===== config.mk =====
export PLATFORM = sky130hd
export DESIGN_NAME = io_port_peripheral
export DESIGN_NICKNAME = d
export VERILOG_FILES = /design/src/rtl/io_pkg.sv /design/src/rtl/io_tx_fifo.sv /design/src/rtl/io_port_peripheral.sv
export SDC_FILE = /design/constraint.sdc
export NUM_CORES = 1
export LEC_CHECK = 0
export CORE_AREA = 2 2 74 111
export DETAILED_ROUTE_END_ITERATION = 6
export DIE_AREA = 0 0 76 113
export PLACE_DENSITY = 0.77
export SYNTH_ARGS = -nofsm -noshare
export SYNTH_HDL_FRONTEND = slang
export SYNTH_HIERARCHICAL = 1
export SYNTH_SLANG_ARGS = --single-unit

===== constraint.sdc =====
create_clock -name clock -period 2.4 [get_ports clock]
set_input_delay 0.24 -clock clock [delete_from_list [all_inputs] [get_ports clock]]
set_output_delay 0.24 -clock clock [all_outputs]
set_load 0.05 [all_outputs]

===== src/rtl/io_pkg.sv =====
// Shared definitions for the CPU I/O port peripheral: default sizes and the
// RX holding-register state encoding.
package io_pkg;

  localparam int IO_WIDTH = 16;
  localparam int IO_DEPTH = 4;

  typedef enum logic {
    RX_EMPTY = 1'b0,
    RX_FULL  = 1'b1
  } rx_state_e;

endpackage


===== src/rtl/io_tx_fifo.sv =====
// Circular TX buffer between CPU output-register writes and the external
// consumer; drops writes when full (unless a pop frees a slot) and flags it.
module io_tx_fifo
  import io_pkg::*;
#(
  parameter int WIDTH = IO_WIDTH,
  parameter int DEPTH = IO_DEPTH
) (
  input  logic             clock,
  input  logic             reset_n,
  input  logic             wr_en,
  input  logic [WIDTH-1:0] wr_data,
  input  logic             rd_ready,
  output logic [WIDTH-1:0] rd_data,
  output logic             rd_valid,
  output logic             overflow
);

  localparam int PTR_W = $clog2(DEPTH);
  localparam int CNT_W = PTR_W + 1;
  localparam logic [CNT_W-1:0] FULL_COUNT = CNT_W'(DEPTH);

  logic [WIDTH-1:0] mem_reg [DEPTH];
  logic [PTR_W-1:0] wr_ptr_reg;
  logic [PTR_W-1:0] rd_ptr_reg;
  logic [CNT_W-1:0] count_reg;
  logic             overflow_reg;
  logic             push;
  logic             pop;

  assign pop  = (count_reg != '0) && rd_ready;
  // A pop on the same edge frees the slot, so a write into a full buffer still lands.
  assign push = wr_en && ((count_reg != FULL_COUNT) || pop);

  // Storage is deliberately not reset; the head is only meaningful while valid.
  always_ff @(posedge clock) begin
    if (push) begin
      mem_reg[wr_ptr_reg] <= wr_data;
    end
  end

  always_ff @(posedge clock or negedge reset_n) begin
    if (!reset_n) begin
      wr_ptr_reg   <= '0;
      rd_ptr_reg   <= '0;
      count_reg    <= '0;
      overflow_reg <= 1'b0;
    end else begin
      if (push) wr_ptr_reg <= wr_ptr_reg + 1'b1;
      if (pop)  rd_ptr_reg <= rd_ptr_reg + 1'b1;
      case ({push, pop})
        2'b10:   count_reg <= count_reg + 1'b1;
        2'b01:   count_reg <= count_reg - 1'b1;
        default: count_reg <= count_reg;
      endcase
      if (wr_en && !push) overflow_reg <= 1'b1;
    end
  end

  assign rd_data  = mem_reg[rd_ptr_reg];
  assign rd_valid = (count_reg != '0);
  assign overflow = overflow_reg;

endmodule


===== src/rtl/io_port_peripheral.sv =====
// I/O responder behind the CPU in/out ports: buffers CPU output writes to an
// external consumer and holds one producer word for the CPU to read.
module io_port_peripheral
  import io_pkg::*;
#(
  parameter int WIDTH = IO_WIDTH,
  parameter int DEPTH = IO_DEPTH
) (
  input  logic             clock,
  input  logic             reset_n,
  input  logic [WIDTH-1:0] cpu_out,
  input  logic             cpu_out_write,
  input  logic             cpu_in_read,
  output logic [WIDTH-1:0] cpu_in,
  output logic             rx_pending,
  output logic [WIDTH-1:0] ext_tx_data,
  output logic             ext_tx_valid,
  input  logic             ext_tx_ready,
  input  logic [WIDTH-1:0] ext_rx_data,
  input  logic             ext_rx_valid,
  output logic             ext_rx_ready,
  output logic             overflow
);

  rx_state_e        rx_state_reg;
  logic [WIDTH-1:0] cpu_in_reg;
  logic             rx_pending_reg;
  logic             ext_rx_ready_reg;

  io_tx_fifo #(
    .WIDTH(WIDTH),
    .DEPTH(DEPTH)
  ) u_tx_fifo (
    .clock    (clock),
    .reset_n  (reset_n),
    .wr_en    (cpu_out_write),
    .wr_data  (cpu_out),
    .rd_ready (ext_tx_ready),
    .rd_data  (ext_tx_data),
    .rd_valid (ext_tx_valid),
    .overflow (overflow)
  );

  // Outputs are registered alongside the state so nothing depends on ext_rx_valid combinationally.
  always_ff @(posedge clock or negedge reset_n) begin
    if (!reset_n) begin
      rx_state_reg     <= RX_EMPTY;
      cpu_in_reg       <= '0;
      rx_pending_reg   <= 1'b0;
      ext_rx_ready_reg <= 1'b1;
    end else begin
      case (rx_state_reg)
        RX_EMPTY: begin
          if (ext_rx_valid) begin
            rx_state_reg     <= RX_FULL;
            cpu_in_reg       <= ext_rx_data;
            rx_pending_reg   <= 1'b1;
            ext_rx_ready_reg <= 1'b0;
          end
        end
        RX_FULL: begin
          if (cpu_in_read) begin
            rx_state_reg     <= RX_EMPTY;
            cpu_in_reg       <= '0;
            rx_pending_reg   <= 1'b0;
            ext_rx_ready_reg <= 1'b1;
          end
        end
        default: begin
          rx_state_reg     <= RX_EMPTY;
          cpu_in_reg       <= '0;
          rx_pending_reg   <= 1'b0;
          ext_rx_ready_reg <= 1'b1;
        end
      endcase
    end
  end

  assign cpu_in       = cpu_in_reg;
  assign rx_pending   = rx_pending_reg;
  assign ext_rx_ready = ext_rx_ready_reg;

endmodule


==> metrics.txt <==
outcome completed; Crit path required time about 2200 ps; die area 0.00859 sq mm; distinct cell type count of the synthesized netlist 37; Synth Area per Inst between 15 and 20 sq um; Seq/Total Area, Yosys 68.7%; grt met3 use 4.07%; area delta synth->final 28.9%; post-CTS setup buffers 0; fin crit share 92.7%; GRT Residual Overflow 0; maxcap violations 0; cts repair resizes 0; Synth top area share ~51%; Worst-Margin Slew around 500 ps; Nets ~330; share of layout cells above drive strength 1 between 10% and 20%; final antenna-violating net count 0; met2 Resource Use GR 26.4%; DRT iter0 DRCs 159; most used routing layer met2; synth top area cells edfxtp_1 51%, dfrtp_1 17%, mux4_1 9.7%; H-tree depth 3; GRT Util Overall 16.0%; r2r setup slk 300 ps; max reg flops 64; Ports 74; Detailed Route WL 6500 microns; Net Count, Synth 245; clock buffer depth 2; # diodes 0; fin. max-slew vios 0; flops & latches, synth 91; vias in the first global route 2,160; largest area contributor in the netlist edfxtp_1; achievable clock frequency 449 MHz; FF-to-FF End u_tx_fifo/count_reg[1]; vias per cell 5.30; WS Path Type reg2out; Die W 76 microns; cts hold-fix bufs 0; CTS Root Cell clkbuf_16; Mapped Cells 202; largest fanout on the critical path 7; placed cell areas 0.00459 sq mm; Setup-failing EPs final 0; Reg2Reg Depth 6; worst clock skew about 3.2 ps; DPL Wire Length 4280 microns; power per cell area 1220 mW/mm^2; Critical Path End Type output port; total chip power 5.93 mW; GR Layer Usage met1 about a fifth; first-pass GRT wire length about 11,000 microns; via count around 2.1k; hold crit path type in2async; synthesized cell area 0.00378 sq mm; DRC Markers 0; Clock transition at path regs 60 ps; total core area around 0.0076 sq mm; CP startpoint kind register; final hold violations 0; drt pass-1 iters 4; initial antenna violation count 0; Yosys warning count 6; Initial Utilization 50.0%; Min Hold Slack 281 ps; Slew headroom 65.7%; Final min period 2220 ps; largest net degree at the start of global routing 28; CTS tree built; TritonCTS Buffers 9; final setup TNS 0 ps; post-route cell area 0.00488 sq mm; worst r2r src u_tx_fifo/count_reg[2]; row count 39; CP Data Arrival Time about 2000 ps; WL per Instance 16.5 microns; Final GP Congestion between 0.8 and 0.9; Max VDD drop 0.661 mV; worst-skew pair later-pin latency roughly 330 ps; clock sinks 91; RSZ-0062 raised after global routing false; Pleak 1.86 nW; die height 113 microns; IO buf count 73
## power by group
group | internal (mW) | leakage [nW] | switching [mW]
sequential | 2.05 | 0.919 | 0.158
clock | 0.790 | 0.142 | 0.512
combinational | 0.893 | 0.799 | 1.53
total | 3.73 | 1.86 | 2.20
## per-layer routing
metal	up-vias	wire (microns)	part of all wire [%]
met5	-	0	0
met4	0	153	2.4
met3	12	324	5.0
met2	66	3330	51
met1	1027	2700	41
li1	979	-	-
## kinds of logic (layout without fill, tap and decap cells)
logic type | after synthesis | count (layout) | synth area share, %
flops | 91 | 91 | 68.7
mux | 33 | 33 | 15.4
compound gates | 29 | 29 | 6.58
buf+inv | 21 | 110 | 3.51
simple gates | 18 | 18 | 2.75
fa+ha+maj | 5 | 5 | 1.85
xor+xnor | 5 | 5 | 1.16
## layout by cell type, fill, tap and decap left out, types with 2 or more instances in the layout
cell | synthesis | layout
and2_1 | 4 | 4
buf_4 | 2 | 28
clkbuf_1 | 0 | 3
clkbuf_16 | 0 | 10
clkdlybuf4s50_1 | 0 | 57
clkinv_2 | 0 | 2
dfrtp_1 | 26 | 26
edfxtp_1 | 64 | 64
ha_1 | 4 | 4
inv_1 | 9 | 9
mux2i_1 | 16 | 16
mux4_1 | 14 | 14
mux4_2 | 2 | 2
nand3_1 | 3 | 3
nor2_1 | 3 | 3
o211ai_1 | 2 | 2
o21ai_0 | 3 | 3
o2bb2ai_1 | 16 | 16
or3_1 | 2 | 2
xnor2_1 | 3 | 3
xor2_1 | 2 | 2
## final cells by class
type	instances	area (sq um)
sequential	91	2600
tap	102	128
inverter	9	33.8
fill	549	2690
clock buffer	14	275
timing repair buffer	85	781
multi-input combinational	90	1050
clock inverter	2	10.0
## Yosys cell counts, drive strengths merged
| cell type | n |
|---|---|
| mux2 | 1 |
| o21ba | 1 |
| nand3b | 1 |
| xnor2 | 3 |
| dfstp | 1 |
| or3 | 2 |
| a41o | 1 |
| a22oi | 1 |
| o2bb2ai | 16 |
| and2 | 4 |
| nand2 | 1 |
| nand3 | 3 |
| or3b | 1 |
| nor2 | 3 |
| xor2 | 2 |
| nor2b | 1 |
| edfxtp | 64 |
| a21o | 1 |
| o211ai | 2 |
| dfrtp | 26 |
| nor3 | 1 |
| inv | 9 |
| o22ai | 1 |
| fa | 1 |
| mux2i | 16 |
| ha | 4 |
| nor4b | 1 |
| o21ai | 3 |
| o32ai | 1 |
| buf | 12 |
| mux4 | 16 |
| a31oi | 2 |
## metrics by stage
step	instances	utilization, %	setup slack, ps
after floorplan	202	-	161
after global placement	377	60.7	289
after detailed placement	377	60.7	215
after CTS	393	64.5	159
final	393	64.5	175
after global routing	393	64.5	114
## critical path, stage by stage, from the launching register on
cell and delay, ps:
dfrtp_1 470, or3_1 450, clkdlybuf4s50_1 730
## worst max-delay path by stage
stage,startpoint,to,slack [ps],cells past startpoint
floorplan,u_tx_fifo/count_reg[2],u_tx_fifo/count_reg[2],160,6
global placement,cpu_out_write,u_tx_fifo/count_reg[2],290,7
detailed placement,cpu_out_write,u_tx_fifo/count_reg[2],210,7
CTS,u_tx_fifo/count_reg[2],ext_tx_valid,160,2
global route,u_tx_fifo/count_reg[2],ext_tx_valid,110,2
finish,u_tx_fifo/count_reg[2],ext_tx_valid,180,2
(Power assumes the default switching activity.)
